<file path="config.mk">
export PLATFORM = sky130hd
export DESIGN_NAME = bist_and_ctrl_flat
export DESIGN_NICKNAME = d
export VERILOG_FILES = /design/src/rtl/bist_and_pkg.sv /design/src/rtl/bist_and_ctrl_if.sv /design/src/rtl/bist_lfsr.sv /design/src/rtl/bist_and_ctrl.sv /design/src/flat_wrapper.sv
export SDC_FILE = /design/constraint.sdc
export NUM_CORES = 1
export LEC_CHECK = 0
export CORE_MARGIN = 10
export CORE_UTILIZATION = 30
export DETAILED_ROUTE_END_ITERATION = 16
export PLACE_DENSITY_LB_ADDON = 0.1
export SYNTH_ARGS = -nofsm -noshare
export SYNTH_HDL_FRONTEND = slang
export SYNTH_SLANG_ARGS = --single-unit
</file>
<file path="constraint.sdc">
create_clock -name clk -period 1.6 [get_ports clk]
set_input_delay 0.24 -clock clk [delete_from_list [all_inputs] [get_ports clk]]
set_output_delay 0.24 -clock clk [all_outputs]
set_load 0.02 [all_outputs]
</file>
<file path="src/rtl/bist_and_pkg.sv">
// Shared types and constants for the AND-gate BIST wrapper.
package bist_and_pkg;

    typedef enum logic [1:0] {
        IDLE    = 2'd0,
        RUN     = 2'd1,
        COMPARE = 2'd2,
        DONE    = 2'd3
    } bist_state_e;

    localparam int LFSR_A_W     = 3;
    localparam int LFSR_B_W     = 2;
    localparam int SIG_W        = 3;
    localparam int TEST_LEN_DEF = 8;

    // Feedback taps: A uses a[2]^a[1], B uses b[1]^b[0] (both inverted)
    localparam logic [LFSR_A_W-1:0] LFSR_A_TAPS = 3'b110;
    localparam logic [LFSR_B_W-1:0] LFSR_B_TAPS = 2'b11;

endpackage

</file>
<file path="src/rtl/bist_and_ctrl_if.sv">
// Control/result bundle between the test controller and the BIST wrapper.
// The fault_inject signal exists only when BIST_FAULT_INJECT_EN is defined.
interface bist_and_ctrl_if;
    import bist_and_pkg::*;

    logic                Start_BIST;
    logic [LFSR_A_W-1:0] seed1;
    logic [LFSR_B_W-1:0] seed2;
    logic [SIG_W-1:0]    golden_sig;
    logic                pass_fail;
    logic                bist_done;
`ifdef BIST_FAULT_INJECT_EN
    logic                fault_inject;
`endif

    modport master (
`ifdef BIST_FAULT_INJECT_EN
        output fault_inject,
`endif
        output Start_BIST, seed1, seed2, golden_sig,
        input  pass_fail, bist_done
    );

    modport slave (
`ifdef BIST_FAULT_INJECT_EN
        input  fault_inject,
`endif
        input  Start_BIST, seed1, seed2, golden_sig,
        output pass_fail, bist_done
    );

endinterface

</file>
<file path="src/rtl/bist_lfsr.sv">
// Seedable shift-left XNOR LFSR; load has priority over enable.
module bist_lfsr #(
    parameter int               WIDTH    = 3,
    parameter logic [WIDTH-1:0] TAP_MASK = '1
) (
    input  logic             clk,
    input  logic             rst,
    input  logic             load,
    input  logic             en,
    input  logic [WIDTH-1:0] seed,
    output logic [WIDTH-1:0] q
);

    logic [WIDTH-1:0] lfsr_q;
    logic [WIDTH-1:0] lfsr_d;
    logic [WIDTH-1:0] shifted;

    // XNOR feedback keeps all-zero inside the sequence; all-ones locks up
    assign shifted[0] = ~^(lfsr_q & TAP_MASK);

    generate
        for (genvar gi = 1; gi < WIDTH; gi++) begin : g_shift
            assign shifted[gi] = lfsr_q[gi-1];
        end
    endgenerate

    always_comb begin
        lfsr_d = lfsr_q;
        if (load) begin
            lfsr_d = seed;
        end else if (en) begin
            lfsr_d = shifted;
        end
    end

    always_ff @(posedge clk) begin
        if (rst) begin
            lfsr_q <= '0;
        end else begin
            lfsr_q <= lfsr_d;
        end
    end

    assign q = lfsr_q;

endmodule

</file>
<file path="src/rtl/bist_and_ctrl.sv">
// BIST wrapper: two LFSRs drive a 2-input AND, a 3-bit signature compacts it.
// Optional stuck-at-0 injection on the CUT output with BIST_FAULT_INJECT_EN.
module bist_and_ctrl
    import bist_and_pkg::*;
#(
    parameter  int TEST_LEN = TEST_LEN_DEF,
    localparam int CNT_W    = $clog2(TEST_LEN + 1)
) (
    input  logic           clk,
    input  logic           rst,
    bist_and_ctrl_if.slave bus
);

    bist_state_e         state_q, state_d;
    logic [SIG_W-1:0]    sig_q, sig_d;
    logic [CNT_W-1:0]    cnt_q, cnt_d;
    logic                pass_fail_q, pass_fail_d;
    logic                bist_done_q, bist_done_d;

    logic                lfsr_load;
    logic                lfsr_en;
    logic [LFSR_A_W-1:0] a_val;
    logic [LFSR_B_W-1:0] b_val;
    logic                fault_active;
    logic                cut_y;

    bist_lfsr #(
        .WIDTH    (LFSR_A_W),
        .TAP_MASK (LFSR_A_TAPS)
    ) u_lfsr_a (
        .clk  (clk),
        .rst  (rst),
        .load (lfsr_load),
        .en   (lfsr_en),
        .seed (bus.seed1),
        .q    (a_val)
    );

    bist_lfsr #(
        .WIDTH    (LFSR_B_W),
        .TAP_MASK (LFSR_B_TAPS)
    ) u_lfsr_b (
        .clk  (clk),
        .rst  (rst),
        .load (lfsr_load),
        .en   (lfsr_en),
        .seed (bus.seed2),
        .q    (b_val)
    );

`ifdef BIST_FAULT_INJECT_EN
    assign fault_active = bus.fault_inject && (state_q == RUN);
`else
    assign fault_active = 1'b0;
`endif

    assign cut_y = a_val[0] & b_val[0] & ~fault_active;

    always_comb begin
        state_d     = state_q;
        sig_d       = sig_q;
        cnt_d       = cnt_q;
        pass_fail_d = pass_fail_q;
        bist_done_d = bist_done_q;
        lfsr_load   = 1'b0;
        lfsr_en     = 1'b0;

        case (state_q)
            IDLE, DONE: begin
                if (bus.Start_BIST) begin
                    lfsr_load   = 1'b1;
                    sig_d       = '0;
                    cnt_d       = '0;
                    pass_fail_d = 1'b0;
                    bist_done_d = 1'b0;
                    state_d     = RUN;
                end
            end
            RUN: begin
                sig_d   = {sig_q[1], sig_q[0] ^ sig_q[2], sig_q[2] ^ cut_y};
                lfsr_en = 1'b1;
                cnt_d   = cnt_q + 1'b1;
                // Counter value here is the index of the pattern being applied
                if (cnt_q == CNT_W'(TEST_LEN - 1)) begin
                    state_d = COMPARE;
                end
            end
            COMPARE: begin
                pass_fail_d = (sig_q == bus.golden_sig);
                bist_done_d = 1'b1;
                state_d     = DONE;
            end
            default: state_d = IDLE;
        endcase
    end

    always_ff @(posedge clk) begin
        if (rst) begin
            state_q     <= IDLE;
            sig_q       <= '0;
            cnt_q       <= '0;
            pass_fail_q <= 1'b0;
            bist_done_q <= 1'b0;
        end else begin
            state_q     <= state_d;
            sig_q       <= sig_d;
            cnt_q       <= cnt_d;
            pass_fail_q <= pass_fail_d;
            bist_done_q <= bist_done_d;
        end
    end

    assign bus.pass_fail = pass_fail_q;
    assign bus.bist_done = bist_done_q;

endmodule

</file>
<file path="src/flat_wrapper.sv">
// flat-port wrapper written by rule: the top's interface ports become plain ports
module bist_and_ctrl_flat import bist_and_pkg::*;
#(
    parameter  int TEST_LEN = TEST_LEN_DEF,
    localparam int CNT_W    = $clog2(TEST_LEN + 1)
)
  (clk, rst, bus_Start_BIST, bus_seed1, bus_seed2, bus_golden_sig, bus_pass_fail, bus_bist_done);
  bist_and_ctrl_if bus_i ();
  input  logic clk;
  input  logic rst;
  input wire logic [$bits(bus_i.Start_BIST)-1:0] bus_Start_BIST;
  input wire logic [$bits(bus_i.seed1)-1:0] bus_seed1;
  input wire logic [$bits(bus_i.seed2)-1:0] bus_seed2;
  input wire logic [$bits(bus_i.golden_sig)-1:0] bus_golden_sig;
  output wire logic [$bits(bus_i.pass_fail)-1:0] bus_pass_fail;
  output wire logic [$bits(bus_i.bist_done)-1:0] bus_bist_done;
  assign bus_i.Start_BIST = bus_Start_BIST;
  assign bus_i.seed1 = bus_seed1;
  assign bus_i.seed2 = bus_seed2;
  assign bus_i.golden_sig = bus_golden_sig;
  assign bus_pass_fail = bus_i.pass_fail;
  assign bus_bist_done = bus_i.bist_done;
  bist_and_ctrl #(.TEST_LEN(TEST_LEN)) u_core (.clk(clk), .rst(rst), .bus(bus_i));
endmodule
</file>
==> flow_metrics.tcl, run 1 <==
set metrics [dict create \
    fin_setup_tns_ns 0 \
    synthArstFlopShare_pct 0 \
    dp_hpwl_mm 1.33 \
    fp.dieH_um 71.9 \
    final_nets 123 \
    clk_path_buf_depth 2 \
    post_drt_wl_per_cell_um 13.1 \
    ys_warn_count 0 \
    fin_util_pct 40.6 \
    core_area_um2 2520 \
    synth.distinct_cells 28 \
    setup_violations 0 \
    outcome "finished clean" \
    drive_gt1_share_pct 13.1 \
    cpPeakStageDelay_ns 0.61 \
    clock_power_share_pct 17.3 \
    area.growth.synth_to_final_pct 26.4 \
    slowest_stage "clkdlybuf4s50_1" \
    hold_depth 2 \
    grtUsageTotal_pct 7.03 \
    syn_area_per_cell_um2 8.90 \
    relSlewSlack_pct 78.9 \
    clk_transition_reported_paths_ns 0.10 \
    cts_buffers 3 \
    layout_min_cycle_time_ns 1.49 \
    final_cell_mix "dfxtp_1, nor2_1, clkdlybuf4s50_1" \
    finalInstanceArea_um2 1020 \
    clock-root-buffer "clkbuf_4" \
    cp_max_fo 2 \
    place_ws_ns 0.0624 \
    antenna_found_initial 0 \
    rows 18 \
    arrival_ns 1.25 \
    syn_area_um2 810 \
    design.die.area_um2 5180 \
    worstPathRequired_ns 1.36 \
    crit_chain "clkdlybuf4s50_1" \
    fin_cells 137 \
    drt_iter0_markers 43 \
    initial_core_util_pct 32.1 \
    tritoncts "done" \
    maxCapViolCount 0 \
    portBuffers 12 \
    clock-sinks 16 \
    cp_top_family "buffers and inverters" \
    dp.cells 133 \
    combPwrFrac_pct 46.3 \
    final_antenna_net_count 0 \
    synth_nets 106 \
    cts_setup_buffers 0 \
    power_density_nw_per_um2 1530 \
    hp-class "reg -> reg" \
    startpoint_type "flop" \
    pwr-share-seq_pct 36.4 \
    dpl_cell_area_um2 977 \
    fmaxAchievable_ghz 0.669 \
    slew_viol_final 0 \
    p_int_mw 0.981 \
    irDropWorstVdd_mv 0.852 \
    netSwitchingFraction_pct 37.5 \
    final_common_cell "dfxtp_1" \
    dr.pass1.iters 3 \
    wirelength_mm 1.79 \
    routed_via_density 4.88 \
    io_pins 13 \
    worstSetupPathDepth 1 \
    finalCritPeriodShare_pct 93.4 \
    rr_worst_depth 6 \
    grt_setup_unrepaired "false" \
    syn_inst 91 \
    n_fill_cell 277 \
    timing.final.ws_setup_ns 0.106 \
    switchingPower_mw 0.590 \
    synth_edf_count 0 \
    grt_pass1_wl_mm 2.99 \
    grt_max_degree 15 \
    critical_path_class "reg -> out" \
    synth-main-ff-cell "dfxtp_1" \
    cp-end-kind "output pin" \
    via_count 669 \
    htree_levels 1 \
    insertion_delay_ns 0.28 \
    synth_seq_area_share_pct 39.6 \
    ys_seq_elements 16 \
    final-hold-violation-count 0 \
    antenna_cells 0 \
    first_global_vias 658 \
    die_w_um 71.9 \
    grt_overflow 0 \
    drc 0 \
    worst_pin_slew_ns 0.316 \
    p_leak_nw 0.393 \
    cp_num_buf_inv 1 \
    gp_congestion 0.769 \
    fin_skew_ns 0.00302 \
]
-- registers in the layout, indices dropped and copies added (netlist names) --
register	cells
u_core.u_lfsr_b.q	2
u_core.bus.bist_done	1
u_core.sig_q	3
u_core.u_lfsr_a.q	3
u_core.bus.pass_fail	1
u_core.state_q	2
u_core.cnt_q	4
-- layout make-up --
cell class | count | area, um2 | share of cell area (%)
timing repair buffer | 16 | 150 | 14.7
inverter | 3 | 11.3 | 1.10
multi-input combinational | 68 | 468 | 45.7
clock buffer | 4 | 36.3 | 3.55
sequential | 16 | 320 | 31.3
tap | 30 | 37.5 | 3.67
-- path summary, 6_finish.rpt --
kind	startpoint	endpoint	slack (ns)
setup / recovery	u_core.bus.pass_fail$_SDFFE_PP0P_	bus_pass_fail	0.11
hold / removal	u_core.cnt_q[3]$_SDFFE_PP0P_	u_core.cnt_q[3]$_SDFFE_PP0P_	0.49
setup reg to reg	u_core.state_q[0]$_SDFFE_PP0P_	u_core.sig_q[1]$_SDFFE_PP0P_	0.13
hold reg to reg	u_core.cnt_q[3]$_SDFFE_PP0P_	u_core.cnt_q[3]$_SDFFE_PP0P_	0.49
-- cells in the mapped netlist (2+ instances only) --
cell | count | area (um2)
xnor2_1 | 4 | 35.0
a22oi_1 | 6 | 45.0
a211oi_1 | 5 | 37.5
nand2_1 | 5 | 18.8
xor2_1 | 3 | 26.3
a21oi_1 | 3 | 15.0
ha_1 | 4 | 50.1
inv_1 | 3 | 11.3
nand2b_1 | 4 | 25.0
mux2i_1 | 5 | 50.1
o21ai_1 | 3 | 15.0
dfxtp_1 | 16 | 320
nand3_1 | 2 | 10.0
nor2_1 | 14 | 52.6
-- power by group through the flow --
| stage | clock network (mW) | logic [mW] | registers, mW |
|---|---|---|---|
| floorplan | 0 | 0.516 | 0.576 |
| global placement | 0 | 0.684 | 0.584 |
| detailed placement | 0 | 0.696 | 0.582 |
| CTS | 0.285 | 0.702 | 0.572 |
| global route | 0.304 | 0.816 | 0.590 |
| finish | 0.271 | 0.728 | 0.572 |
-- kinds of logic after synthesis --
family / count (synthesis) / synth area share (%)
simple gates: 32 / 19.3
compound gates: 20 / 17.3
flops: 16 / 39.6
xor+xnor: 7 / 7.57
buf+inv: 7 / 3.86
mux: 5 / 6.18
fa+ha+maj: 4 / 6.18
-- timing repair --
| action | in CTS | in global routing |
|---|---|---|
| gates resized for setup | 0 | 2 |
| setup endpoints to repair | 0 | 7 |
| hold buffers | 0 | 0 |
-- layer usage --
| layer | vias up | track usage [%] | share of wire, % |
|---|---|---|---|
| met5 | - | 0 | 0 |
| met4 | 0 | 2.58 | 0.73 |
| met3 | 2 | 2.59 | 3.7 |
| met2 | 7 | 10.1 | 45 |
| met1 | 312 | 9.27 | 50 |
| li1 | 348 | - | - |
-- stage by stage --
| stage | hold WS (ns) | total power [mW] |
|---|---|---|
| 2_1_floorplan | 0.416 | 1.09 |
| 3_3_place_gp | 0.495 | 1.27 |
| 3_5_place_dp | 0.488 | 1.28 |
| 4_1_cts | 0.499 | 1.56 |
| 5_1_grt | 0.535 | 1.71 |
| 6_report | 0.493 | 1.57 |
No activity file was read; power rests on OpenSTA's default activity.
==> inputs of run 2 (changes only) <==
==> constraint.sdc (replaced) <==
create_clock -name clk -period 1.4 [get_ports clk]
set_input_delay 0.21 -clock clk [delete_from_list [all_inputs] [get_ports clk]]
set_output_delay 0.21 -clock clk [all_outputs]
set_load 0.02 [all_outputs]
==> run 2 against run 1 <==
  * Non-clock buffer count up 4
  * Clock power down 8.1%
  * Largest power group unchanged
  * Critical path depth is 5 higher
==> flow_metrics.tcl, run 2 (synthesized netlist as in run 1, its figures left out) <==
set metrics [dict create \
    io_pins 13 \
    dp.cells 137 \
    largest_register_ffs 4 \
    cp_num_buf_inv 1 \
    worst_pin_slew_ns 0.248 \
    drive_gt1_share_pct 21.8 \
    final_cell_mix "nor2_1, dfxtp_1, clkdlybuf4s50_1" \
    via_count 676 \
    dp_hpwl_mm 1.37 \
    clock-root-buffer "clkbuf_4" \
    finalInstanceArea_um2 1080 \
    cts_buffers 3 \
    maxCapViolCount 0 \
    drt_iter0_markers 16 \
    timing.final.ws_setup_ns 0.0990 \
    cp-end-kind "flop" \
    finalPower_mw 1.94 \
    layout_min_cycle_time_ns 1.30 \
    core_area_um2 2520 \
    antenna_cells 0 \
    n_fill_cell 256 \
    grtUsageTotal_pct 7.89 \
    slew_viol_final 0 \
    fp.dieH_um 71.9 \
    gp_congestion 0.688 \
    setup_violations 0 \
    rows 18 \
    place_ws_ns -0.0477 \
    cpPeakStageDelay_ns 0.35 \
    slowest_stage "dfxtp_2" \
    final-hold-violation-count 0 \
    fin_util_pct 43.0 \
    cp_max_fo 6 \
    clock-sinks 16 \
    final_antenna_net_count 0 \
    cp_top_family "flip-flops" \
    design.die.area_um2 5180 \
    dr.pass1.iters 4 \
    worstPathRequired_ns 1.62 \
    fin_setup_tns_ns 0 \
    clk_path_buf_depth 2 \
    final_common_cell "nor2_1" \
    power_density_nw_per_um2 1790 \
    fin_skew_ns 0.00857 \
    grt_pass1_wl_mm 3.38 \
    outcome "finished clean" \
    critical_path_class "reg -> reg" \
    largest-register "u_core.cnt_q" \
    startpoint_type "flop" \
    drc 0 \
    clk_transition_reported_paths_ns 0.10 \
    relSlewSlack_pct 83.4 \
    hp-class "reg -> reg" \
    grt_max_degree 13 \
    fin_cells 140 \
    arrival_ns 1.52 \
    post_drt_wl_per_cell_um 13.1 \
    htree_levels 1 \
    final_nets 127 \
    grt_setup_unrepaired "false" \
    dpl_cell_area_um2 1010 \
    crit_chain "inv_1 -> ha_4 -> and2b_4 -> a21oi_4 -> nor2_1 -> a211oi_2" \
    die_w_um 71.9 \
    initial_core_util_pct 32.1 \
    wirelength_mm 1.84 \
    p_leak_nw 0.421 \
    irDropWorstVdd_mv 1.12 \
    grt_overflow 0 \
    finalCritPeriodShare_pct 92.9 \
    routed_via_density 4.83 \
    insertion_delay_ns 0.29 \
    timing.hold.ws_ns 0.475 \
    fmaxAchievable_ghz 0.769 \
    tritoncts "done" \
    cts_setup_buffers 0 \
    portBuffers 12 \
    first_global_vias 756 \
    area.growth.synth_to_final_pct 33.8 \
    antenna_found_initial 0 \
]
run 2: changes by cell type in the layout (fill, tap and decap cells not counted), moves of 2 or more:
cell / delta
buf_4: +4
dfxtp_1: -3
dfxtp_2: +3
a211oi_1: -2
a211oi_2: +2
clkdlybuf4s50_1: -2
dlygate4sd2_1: +2
run 2: final cells by class:
cell class	instances	area (um2)	area share, %
Clock buffer	3	22.5	2.08
Sequential cell	16	324	29.9
Multi-Input combinational cell	68	510	47.1
Timing Repair Buffer	20	178	16.4
Inverter	3	11.3	1.04
Tap cell	30	37.5	3.46
run 2: timing repair:
item,4_1_cts,5_1_grt
hold buffers,0,0
gates cloned,0,0
endpoints found under the setup margin,13,12
gates resized for setup,4,9
pin swaps,0,1
run 2: report_power, final:
group	switching (mW)	internal, mW
sequential	0.0922	0.576
clock	0.149	0.100
combinational	0.502	0.523
total	0.744	1.20
run 2: metal layers:
metal	part of all wire, %	GRT usage, %
met1	48	9.06
met2	47	12.9
met3	4.6	3.27
met4	1.2	2.58
met5	0	0
run 2: worst paths after layout:
check                           slack [ns]  cells after the start                               from                                end
worst max register to register         0.1                      6     u_core.state_q[0]$_SDFFE_PP0P_     u_core.state_q[0]$_SDFFE_PP0P_
worst max-delay path                   0.1                      6     u_core.state_q[0]$_SDFFE_PP0P_     u_core.state_q[0]$_SDFFE_PP0P_
worst min-delay path                  0.47                      2  u_core.bus.pass_fail$_SDFFE_PP0P_  u_core.bus.pass_fail$_SDFFE_PP0P_
worst min register to register        0.47                      2  u_core.bus.pass_fail$_SDFFE_PP0P_  u_core.bus.pass_fail$_SDFFE_PP0P_
run 2: tightest hold or removal path: cells and delay by family (launching register included):
kind / cells / cell delay [ns]
simple gates: 1 / 0.06
flops: 1 / 0.32
compound gates: 1 / 0.06
==> inputs of run 3 (changes only) <==
--- a/config.mk
+++ b/config.mk
@@ -8,6 +8,7 @@
 export CORE_MARGIN = 10
 export CORE_UTILIZATION = 30
 export DETAILED_ROUTE_END_ITERATION = 16
+export HOLD_SLACK_MARGIN = 0.1
 export PLACE_DENSITY_LB_ADDON = 0.1
 export SYNTH_ARGS = -nofsm -noshare
 export SYNTH_HDL_FRONTEND = slang
==> results of run 3 <==
No change in the layout: final DEF, timing and power equal those of run 2.
